$ cat config.mk
export PLATFORM = sky130hd
export DESIGN_NAME = dqsw_tap_trainer_flat
export DESIGN_NICKNAME = d
export VERILOG_FILES = /design/src/rtl/dqsw_tap_trainer_if.sv /design/src/rtl/dqsw_tap_trainer.sv /design/src/flat_wrapper.sv
export SDC_FILE = /design/constraint.sdc
export NUM_CORES = 1
export LEC_CHECK = 0
export ABC_AREA = 1
export CAP_MARGIN = 15
export CELL_PAD_IN_SITES_DETAIL_PLACEMENT = 1
export CELL_PAD_IN_SITES_GLOBAL_PLACEMENT = 1
export CORE_MARGIN = 3
export CORE_UTILIZATION = 35
export DETAILED_ROUTE_END_ITERATION = 16
export PLACE_DENSITY_LB_ADDON = 0.1
export SETUP_SLACK_MARGIN = 0.05
export SLEW_MARGIN = 30
export SYNTH_ARGS = -nofsm -noshare
export SYNTH_HDL_FRONTEND = slang
export SYNTH_SLANG_ARGS = --single-unit
$ cat constraint.sdc
create_clock -name FAB_CLK -period 2.5 [get_ports FAB_CLK]
set_input_delay 0.5 -clock FAB_CLK [delete_from_list [all_inputs] [get_ports FAB_CLK]]
set_output_delay 0.5 -clock FAB_CLK [all_outputs]
set_load 0.03 [all_outputs]
$ cat src/rtl/dqsw_tap_trainer_if.sv
// Bundle of the trainer's handshake and delay-line signals between the DDR
// training controller / IOD (master) and the DQSW tap trainer (slave).
interface dqsw_tap_trainer_if #(
    parameter int unsigned TAP_W = 8
);
    logic             START;
    logic             BUSY;
    logic             DONE;
    logic [1:0]       ERR_CODE;
    logic [TAP_W-1:0] EDGE_TAP;
    logic             PULSE_REQ;
    logic             PULSE_ACK;
    logic [1:0]       SAMPLE_DATA;
    logic             DELAY_LINE_LOAD;
    logic             DELAY_LINE_MOVE;
    logic             DELAY_LINE_DIRECTION;
    logic             DELAY_LINE_OUT_OF_RANGE;
    logic             EYE_MONITOR_CLEAR_FLAGS;

    // Training controller / IOD side
    modport master (
        output START, PULSE_ACK, SAMPLE_DATA, DELAY_LINE_OUT_OF_RANGE,
        input  BUSY, DONE, ERR_CODE, EDGE_TAP, PULSE_REQ,
               DELAY_LINE_LOAD, DELAY_LINE_MOVE, DELAY_LINE_DIRECTION,
               EYE_MONITOR_CLEAR_FLAGS
    );

    // Tap trainer side
    modport slave (
        input  START, PULSE_ACK, SAMPLE_DATA, DELAY_LINE_OUT_OF_RANGE,
        output BUSY, DONE, ERR_CODE, EDGE_TAP, PULSE_REQ,
               DELAY_LINE_LOAD, DELAY_LINE_MOVE, DELAY_LINE_DIRECTION,
               EYE_MONITOR_CLEAR_FLAGS
    );
endinterface

$ cat src/rtl/dqsw_tap_trainer.sv
// DQSW write-leveling tap trainer: sweeps the output delay line upward,
// samples write-leveling feedback at every tap, finds the first low->high
// transition, optionally backs off a few taps and reports the result.
module dqsw_tap_trainer #(
    parameter int unsigned TAP_W         = 8,
    parameter int unsigned MAX_TAPS      = 127,
    parameter int unsigned SETTLE_CYCLES = 8,
    parameter int unsigned SAMPLES       = 4,
    parameter int unsigned BACKOFF       = 0
) (
    input logic               FAB_CLK,
    input logic               ARST_N,
    dqsw_tap_trainer_if.slave bus
);
    typedef enum logic [3:0] {
        S_IDLE, S_LOAD, S_SETTLE, S_SAMPLE, S_EVAL,
        S_MOVE, S_BACKOFF, S_DONE, S_FAIL
    } state_t;

    localparam logic [TAP_W-1:0] MAX_TAP_T   = TAP_W'(MAX_TAPS);
    localparam logic [15:0]      SETTLE_LAST = 16'(SETTLE_CYCLES - 1);
    localparam logic [15:0]      SAMPLES_T   = 16'(SAMPLES);

    state_t           r_state;
    logic [TAP_W-1:0] r_tap;
    logic [TAP_W-1:0] r_nback;
    logic [TAP_W-1:0] r_edge;
    logic [15:0]      r_settle_cnt;
    logic [15:0]      r_sample_cnt;
    logic             r_hi;
    logic             r_seen_low;
    logic             r_backing;
    logic             r_busy;
    logic             r_done;
    logic [1:0]       r_err;
    logic             r_req;
    logic             r_load;
    logic             r_move;
    logic             r_dir;
    logic             r_clear;

    logic [TAP_W-1:0] w_nback;
    logic             w_oor_fail;

    // Backoff saturates at tap 0
    assign w_nback    = (BACKOFF < 32'(r_tap)) ? TAP_W'(BACKOFF) : r_tap;
    assign w_oor_fail = bus.DELAY_LINE_OUT_OF_RANGE &&
                        (r_state inside {S_SETTLE, S_SAMPLE, S_EVAL, S_MOVE, S_BACKOFF});

    // Training sequencer with registered outputs
    always_ff @(posedge FAB_CLK or negedge ARST_N) begin
        if (!ARST_N) begin
            r_state      <= S_IDLE;
            r_tap        <= '0;
            r_nback      <= '0;
            r_edge       <= '0;
            r_settle_cnt <= '0;
            r_sample_cnt <= '0;
            r_hi         <= 1'b0;
            r_seen_low   <= 1'b0;
            r_backing    <= 1'b0;
            r_busy       <= 1'b0;
            r_done       <= 1'b0;
            r_err        <= 2'b00;
            r_req        <= 1'b0;
            r_load       <= 1'b0;
            r_move       <= 1'b0;
            r_dir        <= 1'b0;
            r_clear      <= 1'b0;
        end else begin
            r_load  <= 1'b0;
            r_clear <= 1'b0;
            r_move  <= 1'b0;
            if (w_oor_fail) begin
                r_state <= S_FAIL;
                r_err   <= 2'b01;
                r_busy  <= 1'b0;
                r_req   <= 1'b0;
            end else begin
                case (r_state)
                    S_IDLE, S_DONE, S_FAIL: begin
                        if (bus.START) begin
                            // Load-cycle initialisation is applied on entry so
                            // it is already visible during the LOAD pulse
                            r_state    <= S_LOAD;
                            r_load     <= 1'b1;
                            r_clear    <= 1'b1;
                            r_busy     <= 1'b1;
                            r_done     <= 1'b0;
                            r_err      <= 2'b00;
                            r_edge     <= '0;
                            r_tap      <= '0;
                            r_seen_low <= 1'b0;
                            r_backing  <= 1'b0;
                            r_nback    <= '0;
                            r_dir      <= 1'b1;
                        end
                    end
                    S_LOAD, S_MOVE: begin
                        r_state      <= S_SETTLE;
                        r_settle_cnt <= '0;
                    end
                    S_SETTLE: begin
                        if (r_settle_cnt == SETTLE_LAST) begin
                            if (!r_backing) begin
                                r_state      <= S_SAMPLE;
                                r_req        <= 1'b1;
                                r_sample_cnt <= '0;
                                r_hi         <= 1'b1;
                            end else if (r_nback != '0) begin
                                r_state <= S_BACKOFF;
                            end else begin
                                r_state <= S_DONE;
                                r_done  <= 1'b1;
                                r_busy  <= 1'b0;
                                r_edge  <= r_tap;
                            end
                        end else begin
                            r_settle_cnt <= r_settle_cnt + 16'd1;
                        end
                    end
                    S_SAMPLE: begin
                        // Request is dropped for one cycle after every ACK,
                        // including the last one before EVAL
                        if (r_req) begin
                            if (bus.PULSE_ACK) begin
                                r_req        <= 1'b0;
                                r_hi         <= r_hi & (bus.SAMPLE_DATA == 2'b11);
                                r_sample_cnt <= r_sample_cnt + 16'd1;
                            end
                        end else if (r_sample_cnt == SAMPLES_T) begin
                            r_state <= S_EVAL;
                        end else begin
                            r_req <= 1'b1;
                        end
                    end
                    S_EVAL: begin
                        if (r_hi && r_seen_low) begin
                            if (w_nback != '0) begin
                                r_state   <= S_BACKOFF;
                                r_backing <= 1'b1;
                                r_nback   <= w_nback;
                                r_dir     <= 1'b0;
                            end else begin
                                r_state <= S_DONE;
                                r_done  <= 1'b1;
                                r_busy  <= 1'b0;
                                r_edge  <= r_tap;
                            end
                        end else begin
                            if (!r_hi) begin
                                r_seen_low <= 1'b1;
                            end
                            if (r_tap == MAX_TAP_T) begin
                                r_state <= S_FAIL;
                                r_err   <= 2'b10;
                                r_busy  <= 1'b0;
                            end else begin
                                r_state <= S_MOVE;
                                r_move  <= 1'b1;
                                r_tap   <= r_tap + TAP_W'(1);
                            end
                        end
                    end
                    S_BACKOFF: begin
                        r_state <= S_MOVE;
                        r_move  <= 1'b1;
                        r_tap   <= r_tap - TAP_W'(1);
                        r_nback <= r_nback - TAP_W'(1);
                    end
                    default: r_state <= S_IDLE;
                endcase
            end
        end
    end

    assign bus.BUSY                    = r_busy;
    assign bus.DONE                    = r_done;
    assign bus.ERR_CODE                = r_err;
    assign bus.EDGE_TAP                = r_edge;
    assign bus.PULSE_REQ               = r_req;
    assign bus.DELAY_LINE_LOAD         = r_load;
    assign bus.DELAY_LINE_MOVE         = r_move;
    assign bus.DELAY_LINE_DIRECTION    = r_dir;
    assign bus.EYE_MONITOR_CLEAR_FLAGS = r_clear;
endmodule

$ cat src/flat_wrapper.sv
// flat-port wrapper written by rule: the top's interface ports become plain ports
module dqsw_tap_trainer_flat 
#(
    parameter int unsigned TAP_W         = 8,
    parameter int unsigned MAX_TAPS      = 127,
    parameter int unsigned SETTLE_CYCLES = 8,
    parameter int unsigned SAMPLES       = 4,
    parameter int unsigned BACKOFF       = 0
)
  (FAB_CLK, ARST_N, bus_START, bus_PULSE_ACK, bus_SAMPLE_DATA, bus_DELAY_LINE_OUT_OF_RANGE, bus_BUSY, bus_DONE, bus_ERR_CODE, bus_EDGE_TAP, bus_PULSE_REQ, bus_DELAY_LINE_LOAD, bus_DELAY_LINE_MOVE, bus_DELAY_LINE_DIRECTION, bus_EYE_MONITOR_CLEAR_FLAGS);
  dqsw_tap_trainer_if #(.TAP_W(TAP_W)) bus_i ();
  input logic FAB_CLK;
  input logic ARST_N;
  input wire logic [$bits(bus_i.START)-1:0] bus_START;
  input wire logic [$bits(bus_i.PULSE_ACK)-1:0] bus_PULSE_ACK;
  input wire logic [$bits(bus_i.SAMPLE_DATA)-1:0] bus_SAMPLE_DATA;
  input wire logic [$bits(bus_i.DELAY_LINE_OUT_OF_RANGE)-1:0] bus_DELAY_LINE_OUT_OF_RANGE;
  output wire logic [$bits(bus_i.BUSY)-1:0] bus_BUSY;
  output wire logic [$bits(bus_i.DONE)-1:0] bus_DONE;
  output wire logic [$bits(bus_i.ERR_CODE)-1:0] bus_ERR_CODE;
  output wire logic [$bits(bus_i.EDGE_TAP)-1:0] bus_EDGE_TAP;
  output wire logic [$bits(bus_i.PULSE_REQ)-1:0] bus_PULSE_REQ;
  output wire logic [$bits(bus_i.DELAY_LINE_LOAD)-1:0] bus_DELAY_LINE_LOAD;
  output wire logic [$bits(bus_i.DELAY_LINE_MOVE)-1:0] bus_DELAY_LINE_MOVE;
  output wire logic [$bits(bus_i.DELAY_LINE_DIRECTION)-1:0] bus_DELAY_LINE_DIRECTION;
  output wire logic [$bits(bus_i.EYE_MONITOR_CLEAR_FLAGS)-1:0] bus_EYE_MONITOR_CLEAR_FLAGS;
  assign bus_i.START = bus_START;
  assign bus_i.PULSE_ACK = bus_PULSE_ACK;
  assign bus_i.SAMPLE_DATA = bus_SAMPLE_DATA;
  assign bus_i.DELAY_LINE_OUT_OF_RANGE = bus_DELAY_LINE_OUT_OF_RANGE;
  assign bus_BUSY = bus_i.BUSY;
  assign bus_DONE = bus_i.DONE;
  assign bus_ERR_CODE = bus_i.ERR_CODE;
  assign bus_EDGE_TAP = bus_i.EDGE_TAP;
  assign bus_PULSE_REQ = bus_i.PULSE_REQ;
  assign bus_DELAY_LINE_LOAD = bus_i.DELAY_LINE_LOAD;
  assign bus_DELAY_LINE_MOVE = bus_i.DELAY_LINE_MOVE;
  assign bus_DELAY_LINE_DIRECTION = bus_i.DELAY_LINE_DIRECTION;
  assign bus_EYE_MONITOR_CLEAR_FLAGS = bus_i.EYE_MONITOR_CLEAR_FLAGS;
  dqsw_tap_trainer #(.TAP_W(TAP_W), .MAX_TAPS(MAX_TAPS), .SETTLE_CYCLES(SETTLE_CYCLES), .SAMPLES(SAMPLES), .BACKOFF(BACKOFF)) u_core (.FAB_CLK(FAB_CLK), .ARST_N(ARST_N), .bus(bus_i));
endmodule
Yosys cells after proc, flatten, opt, wreduce, memory -nomap -nowiden --
Index checks and enable logic that the tools add are counted.
Storage, ports and cells: bits in registers 71, bits of input ports 7, output and inout bits 17, logic and storage cells 167
Operators by class: add/subtract/negate cells 5, $lt $le $gt $ge 1, equal/unequal tests 37, muxes and demuxes 79, bitwise operators 2, reduce and logical (&&, ||, !) cells 27
Operator list (count):
- $mux 8 | 11
- $mux 16 | 5
- $pmux 8 s3 | 3
- $pmux 16 s2 | 2
- $mux 1 | 36
- $add 16x1->16 const B | 2
- $eq 16x3->1 const B | 2
- $mux 4 | 8
- $ne 2x2->1 const B | 12
- $pmux 4 s6 | 1
- $reduce_and 5->1 | 4
- $ne 3x2->1 const B | 6
- $eq 4x3->1 const B | 4
- $reduce_bool 8->1 | 2
- $sub 8x1->8 const B | 2
- $pmux 1 s2 | 6
- $reduce_bool 3->1 | 4
- $add 8x1->8 const B | 1
- $eq 4x2->1 const B | 2
- $eq 8x7->1 const B | 1
- $lt 1x8->1 const A | 1
- $mux 2 | 4
- $ne 4x3->1 const B | 2
- $reduce_and 4->1 | 2
- 21 further kinds | 28

Logic depth before layout (Yosys ltp) --
Gate-level depths: netlist of run 1.
depth after elaboration 7, gate-level depth with buffers 12, depth with buffers taken out 12

Least setup slack after synthesis of run 1 --
OpenSTA, ideal clock, no wires.
kind register -> register, from register u_core.r_state[1], to register u_core.r_tap[6], library setup time 0.117 ns, data arrival time 1.738 ns, required time 2.383 ns, slack 0.644 ns, stages on the path, launching flop included 11, path through dfrtp_1 -> inv_2 -> nor2_4 -> nand2_4 -> inv_4 -> fa_1 -> nand4_1 -> nand3_1 -> or2_2 -> nand3_1 -> nand2_1
Between the ends: cells in the longest elaborated chain, start to end 5, elaborated cells between the ends (all ways) 18, those cells by class 10 x eq/ne; 1 x mux; 1 x bitwise; 6 x reduce/logical
RTL lines:
- start: declaration | line dqsw_tap_trainer.sv:24 | state_t r_state;
- start signal: assignment | line dqsw_tap_trainer.sv:53 | r_state <= S_IDLE;
- start signal: assignment | line dqsw_tap_trainer.sv:75 | r_state <= S_FAIL;
- start signal: assignment | line dqsw_tap_trainer.sv:85 | r_state <= S_LOAD;
- $eq 4x2->1, or another cell as far along | line dqsw_tap_trainer.sv:48 | (r_state inside {S_SETTLE, S_SAMPLE, S_EVAL, S_MOVE, S_BACKOFF});
- $reduce_bool 5->1 | line dqsw_tap_trainer.sv:48
- $logic_and 1x1->1 | line dqsw_tap_trainer.sv:47 | assign w_oor_fail = bus.DELAY_LINE_OUT_OF_RANGE &&
- $not 1->1 (no line)
- $reduce_and 5->1 (no line)
- end signal: assignment | line dqsw_tap_trainer.sv:161 | r_tap <= r_tap + TAP_W'(1);
- end signal: assignment | line dqsw_tap_trainer.sv:168 | r_tap <= r_tap - TAP_W'(1);
- end: declaration | line dqsw_tap_trainer.sv:25 | logic [TAP_W-1:0] r_tap;
Several ways; a longest one is shown, not always the timed one. A chain may end at the register's enable or synchronous reset.

Worst setup path after layout of run 1 --
from register u_core.r_state[2], to register u_core.r_tap[7]
Same word-level chain as after synthesis.

==> results.cfg, run 1 <==
[floorplan]
core.rowCount = 40
core_area_mm2 = 0.0123
die_h_um = 120
start_util = 0.368
pin_count = 24
chipWidth_um = 120
die-area_mm2 = 0.0143

[global_route]
grt_overflow = 0
grt_pass1_wl_mm = 20.9
grt_pass1_vias = 4240
antenna_found_initial = 0
grt_max_degree = 37
grtUsageTotal = 0.181

[yosys]
synth_top_flop_cell = dfrtp_1
avgSynthCellArea_um2 = 7.14
ys_seq_area_frac = 0.392
syn_nets = 654
netlist_area_mm2 = 0.00453
synth.distinct_cells = 39
synth_edf_count = 0
postSynthCellCount = 635
synthArstFlopShare = 1.00
ys_ff_latch = 71
yosysWarnings = 0

[setup_path]
max_stage_delay_ns = 0.43
start_kind = flip-flop
crit_arrival_ns = 2.39
cp_common_cell = nand2_1
crit_slowest_cell = dfrtp_1
endpoint_kind = flip-flop
cp_top_family = simple AND/OR/NAND/NOR gates
worstPathBufferInverterCount = 3
critPathKind = reg2reg
worstPathRequired_ns = 2.74
worstPathMaxFanout = 14
path_cells = inv_2, nor2_2, nand2_4, inv_4, ha_1, inv_1, o21bai_1, a21boi_0, nand2_1, xor2_1, nand2_1, nand2_1

[timing]
finClkSkew_ns = 0.00771
timing.final.ws_setup_ns = 0.344
finalMaxSlewViolations = 0
worst_pin_slew_ns = 0.592
hold_violations = 0
fmax_ghz = 0.464
rsz0062_at_grt = false
finalCritPeriodShare = 0.862
setup_viol = 0
final.min_clock_period_ns = 2.16
tns_ns = 0
relSlewSlack = 0.604

[final_layout]
design_area_mm2 = 0.00528
drive_above_1_share = 0.0843
final_nets = 678
area_delta_synth_final_pct = 16.6
antennaDiodeCount = 0

[cts]
post_cts_buffers = 0
cts_max_path_buffers = 2
root_buffer = clkbuf_16
ctsHoldBuffers = 0
cts_tree = done
cts_resized = 0
h-tree-depth = 3
cts_buffers = 9
clock_latency_ns = 0.34
clock_sinks = 71
clk_pin_slew_ns = 0.06

[run_status]
status = finished clean

[power_and_ir_drop]
ir_drop_v = 0.000552
p_total_mw = 4.97
power_density_mw_per_mm2 = 941
power.leakage_nw = 2.55

[routing]
vias_per_cell = 4.97
drc = 0
detail_route.wl_per_cell_um = 14.5
vias = 4133
drt_iter0_markers = 182
routed_wirelength_mm = 12.0
firstDrtPassIters = 4
ant_nets = 0

[place]
port_buffers = 23
place_ws_ns = 0.395
place_area_mm2 = 0.00492
place_congestion = 0.829
dp_hpwl_mm = 8.83

[worst_hold_path]
hold_path_class = in2async

[job]
drv_cap = 0
-- final cells by class --
| cell class | count | area (um2) |
|---|---|---|
| repair buffers | 24 | 248 |
| flip-flops and latches | 71 | 1780 |
| clock buffers | 10 | 229 |
| inverters | 74 | 280 |
| multi-input cells | 479 | 2410 |
| clock inverters | 6 | 133 |
| fillers | 1605 | 7030 |
| well taps | 168 | 210 |
-- flip-flops by register name (all words and copies together) (netlist names), 2 cells and up --
| register | cells |
|---|---|
| u_core.r_sample_cnt | 16 |
| u_core.bus.ERR_CODE | 2 |
| u_core.r_settle_cnt | 16 |
| u_core.r_state | 4 |
| u_core.r_tap | 8 |
| u_core.r_nback | 8 |
| u_core.bus.EDGE_TAP | 8 |
-- worst register-to-register path, stage by stage, from the launching register on --
cell      delay [ns]
dfrtp_1         0.43
inv_2           0.08
nor2_2          0.14
nand2_4         0.11
inv_4           0.17
ha_1            0.30
inv_1           0.10
o21bai_1        0.10
a21boi_0        0.24
nand2_1         0.12
xor2_1          0.15
nand2_1         0.06
nand2_1         0.04
-- report_power, final --
group	internal [mW]	leakage, nW	switching (mW)	total [mW]
clock network	1.07	0.173	0.514	1.59
registers	1.29	0.971	0.142	1.43
logic	0.540	1.41	1.41	1.95
-- metal layers --
layer / vias to the layer above / global-route usage / routed length [um]
li1: 2090 / - / -
met4: 0 / 0.0530 / 198
met5: - / 0 / 0
met1: 1999 / 0.230 / 5690
met3: 16 / 0.0462 / 278
met2: 28 / 0.304 / 5870
-- placed cells by master, fill, tap and decap left out, types with 12 or more instances in the layout --
cell type and instances:
nand2_1 191, nor3_1 12, nor2_1 68, dfrtp_1 71
xor2_1 16, clkdlybuf4s50_1 22, nand4_1 13, o21ai_0 12
nand3_1 68, o21ai_1 35, inv_1 65
-- synth_stat cells, types with 2 or more instances --
| cell | instances | area share |
|---|---|---|
| nand4_1 | 13 | 0.018 |
| inv_2 | 8 | 0.0066 |
| buf_4 | 4 | 0.0066 |
| nand3_4 | 2 | 0.0077 |
| xnor2_1 | 2 | 0.0039 |
| nand3_2 | 2 | 0.0044 |
| buf_2 | 4 | 0.0044 |
| or2_2 | 3 | 0.0041 |
| o21ai_1 | 35 | 0.039 |
| nand2_4 | 4 | 0.0099 |
| ha_1 | 11 | 0.030 |
| inv_1 | 65 | 0.054 |
| a21oi_1 | 11 | 0.012 |
| nor3_1 | 12 | 0.013 |
| xor2_1 | 16 | 0.031 |
| nand2_1 | 191 | 0.16 |
| o21ai_0 | 12 | 0.013 |
| nor2_2 | 4 | 0.0055 |
| nand2_2 | 7 | 0.0097 |
| nand3_1 | 68 | 0.075 |
| nor2_4 | 3 | 0.0075 |
| o21bai_1 | 2 | 0.0033 |
| nor2_1 | 68 | 0.056 |
| clkbuf_1 | 2 | 0.0017 |
| dfrtp_1 | 71 | 0.39 |
| a31oi_1 | 2 | 0.0028 |
-- worst paths after layout --
path                                              endpoint  depth (start not counted)  slack, ns                       startpoint
min reg2reg                u_core.bus.DELAY_LINE_DIRECTION                          1       0.48  u_core.bus.DELAY_LINE_DIRECTION
min in group FAB_CLK       u_core.bus.DELAY_LINE_DIRECTION                          1       0.48  u_core.bus.DELAY_LINE_DIRECTION
min                                 u_core.r_sample_cnt[8]                          1       0.13                           ARST_N
max                                        u_core.r_tap[7]                         12       0.34                u_core.r_state[2]
max in group asynchronous           u_core.bus.EDGE_TAP[0]                          2       1.81                           ARST_N
max reg2reg                                u_core.r_tap[7]                         12       0.34                u_core.r_state[2]
-- per-stage QoR --
step / utilization / cells / hold WS (ns)
final: 0.429 / 832 / 0.126
after global routing: 0.429 / 832 / 0.152
after global placement: 0.400 / 816 / 0.450
after CTS: 0.429 / 832 / 0.140
after floorplan: - / 635 / 0.204
after detailed placement: 0.400 / 816 / 0.470
-- cells by family (layout without fill, tap and decap cells) --
| logic type | after synthesis | after routing | synth area share |
|---|---|---|---|
| AO/OA/AOI/OAI | 68 | 68 | 0.0806 |
| XOR/XNOR | 18 | 18 | 0.0348 |
| AND/OR/NAND/NOR | 381 | 381 | 0.381 |
| buffers and inverters | 85 | 114 | 0.0770 |
| flip-flops | 71 | 71 | 0.392 |
| adder cells (fa/ha/maj) | 12 | 12 | 0.0348 |
(Power assumes the default switching activity.)
==> inputs of run 2 (changes only) <==
Settings changed: CELL_PAD_IN_SITES_GLOBAL_PLACEMENT 1 to 2.
==> run 2 against run 1 <==
- count of clock-buffer cells in the layout is 3 higher
- clock power is 14% lower
- global-route usage is 0.58 points higher
- final cell count is 0.24% higher
- worst hold slack better by 0.0064 ns
- fmax is 2.4% higher
- final area is 0.69% lower
- sequential share of layout area is 0.23 points higher
- largest cell class unchanged
==> results.cfg, run 2 (synthesis gave the netlist of run 1 again) <==
[final_layout]
nFillCells = 1576
antennaDiodeCount = 0
design_area_mm2 = 0.00525
mostFrequentLayoutCells = nand2_1, dfrtp_1, nor2_1, nand3_1, inv_1
drive_above_1_share = 0.0871
multi_input_area_mm2 = 0.00241
area_delta_synth_final_pct = 15.8
top_regs = u_core.r_sample_cnt (16), u_core.r_settle_cnt (16)
layout_commonest_cell = nand2_1
seq_area_mm2 = 0.00178
final_nets = 680

[timing]
finClkSkew_ns = 0.00488
hold_violations = 0
final.min_clock_period_ns = 2.10
relSlewSlack = 0.605
fmax_ghz = 0.475
finalCritPeriodShare = 0.842
worst_pin_slew_ns = 0.590
finalMaxSlewViolations = 0
tns_ns = 0
setup_viol = 0
rsz0062_at_grt = false

[place]
place_area_mm2 = 0.00494
port_buffers = 23
place_congestion = 0.817
dp_hpwl_mm = 9.29

[routing]
vias = 4191
routed_wirelength_mm = 12.4
detail_route.wl_per_cell_um = 14.9
drt_iter0_markers = 204
vias_per_cell = 5.03
ant_nets = 0
drc = 0
firstDrtPassIters = 5

[setup_path]
worstPathMaxFanout = 14
start_kind = flip-flop
r2r-end = u_core.r_tap[7]
worstPathRequired_ns = 2.73
critPathKind = reg2reg
r2r_slack_ns = 0.40
crit_arrival_ns = 2.34
r2r_cells = 12
endpoint_kind = flip-flop
timing.rr.start = u_core.r_state[2]

[cts]
h-tree-depth = 3
cts_tree = done
post_cts_buffers = 0
cts_resized = 0
clock_latency_ns = 0.34
cts_max_path_buffers = 2
cts_buffers = 9
root_buffer = clkbuf_16
clock_sinks = 71
clk_pin_slew_ns = 0.06
ctsHoldBuffers = 0

[floorplan]
die_h_um = 120
core.rowCount = 40
start_util = 0.368
chipWidth_um = 120
core_area_mm2 = 0.0123
die-area_mm2 = 0.0143
pin_count = 24

[power_and_ir_drop]
power.leakage_nw = 2.54
ir_drop_v = 0.000594
power_density_mw_per_mm2 = 905

[global_route]
antenna_found_initial = 0
grt_max_degree = 38
grt_overflow = 0
grtUsageTotal = 0.187
grt_pass1_wl_mm = 21.7
grt_pass1_vias = 4349

[run_status]
status = finished clean

[job]
drv_cap = 0

[worst_hold_path]
hold_path_class = in2async
run 2: changes by cell type in the layout (fill, tap and decap cells not counted):
cell / before / now
bufinv_16: 4 / 1
clkbuf_8: 0 / 3
buf_4: 1 / 3
clkinv_2: 1 / 2
clkinvlp_4: 1 / 0
run 2: routing by layer:
metal / vias to the layer above / part of all wire / global-route usage / routed length, um
li1: 2090 / - / - / -
met1: 2050 / 0.48 / 0.240 / 5960
met2: 38 / 0.48 / 0.314 / 5990
met3: 13 / 0.026 / 0.0448 / 328
met4: 0 / 0.014 / 0.0508 / 170
met5: - / 0 / 0 / 0
run 2: per-stage QoR:
| stage | power, mW | utilization | hold slack (ns) | setup WS, ns | cells |
|---|---|---|---|---|---|
| 2_1_floorplan | 2.92 | - | 0.204 | 0.644 | 635 |
| 3_3_place_gp | 3.40 | 0.401 | 0.451 | 0.434 | 818 |
| 3_5_place_dp | 3.43 | 0.401 | 0.460 | 0.352 | 818 |
| 4_1_cts | 4.82 | 0.426 | 0.141 | 0.397 | 834 |
| 5_1_grt | 5.10 | 0.426 | 0.170 | 0.202 | 834 |
| 6_report | 4.75 | 0.426 | 0.132 | 0.395 | 834 |
run 2: final cells by class:
| cell class | count | area share |
|---|---|---|
| sequential | 71 | 0.339 |
| clock inverter | 3 | 0.00763 |
| multi-input combinational | 479 | 0.459 |
| tap | 168 | 0.0401 |
| clock buffer | 13 | 0.0515 |
| inverter | 74 | 0.0534 |
| timing repair buffer | 26 | 0.0501 |
run 2: how the worst max path moves through the flow:
stage,startpoint,endpoint,depth (start not counted)
floorplan,u_core.r_state[1],u_core.r_tap[6],10
global placement,bus_DELAY_LINE_OUT_OF_RANGE,u_core.r_settle_cnt[11],7
detailed placement,bus_DELAY_LINE_OUT_OF_RANGE,u_core.r_settle_cnt[13],7
CTS,u_core.r_state[2],u_core.r_tap[5],11
global route,u_core.r_state[2],u_core.r_tap[5],11
finish,u_core.r_state[2],u_core.r_tap[7],12
run 2: worst max-delay path, stage by stage, from the launching register on:
cell and delay, ns:
dfrtp_1 0.43, inv_2 0.08, nor2_2 0.15, nand2_4 0.11, inv_4 0.17, ha_1 0.30, inv_1 0.10, o21bai_1 0.09
a21boi_0 0.22, nand2_1 0.10, xor2_1 0.15, nand2_1 0.06, nand2_1 0.04
run 2: power breakdown:
part / total [mW] / switching (mW) / leakage, nW / internal, mW
registers: 1.43 / 0.141 / 0.971 / 1.29
logic: 1.96 / 1.42 / 1.42 / 0.546
clock network: 1.36 / 0.504 / 0.156 / 0.851
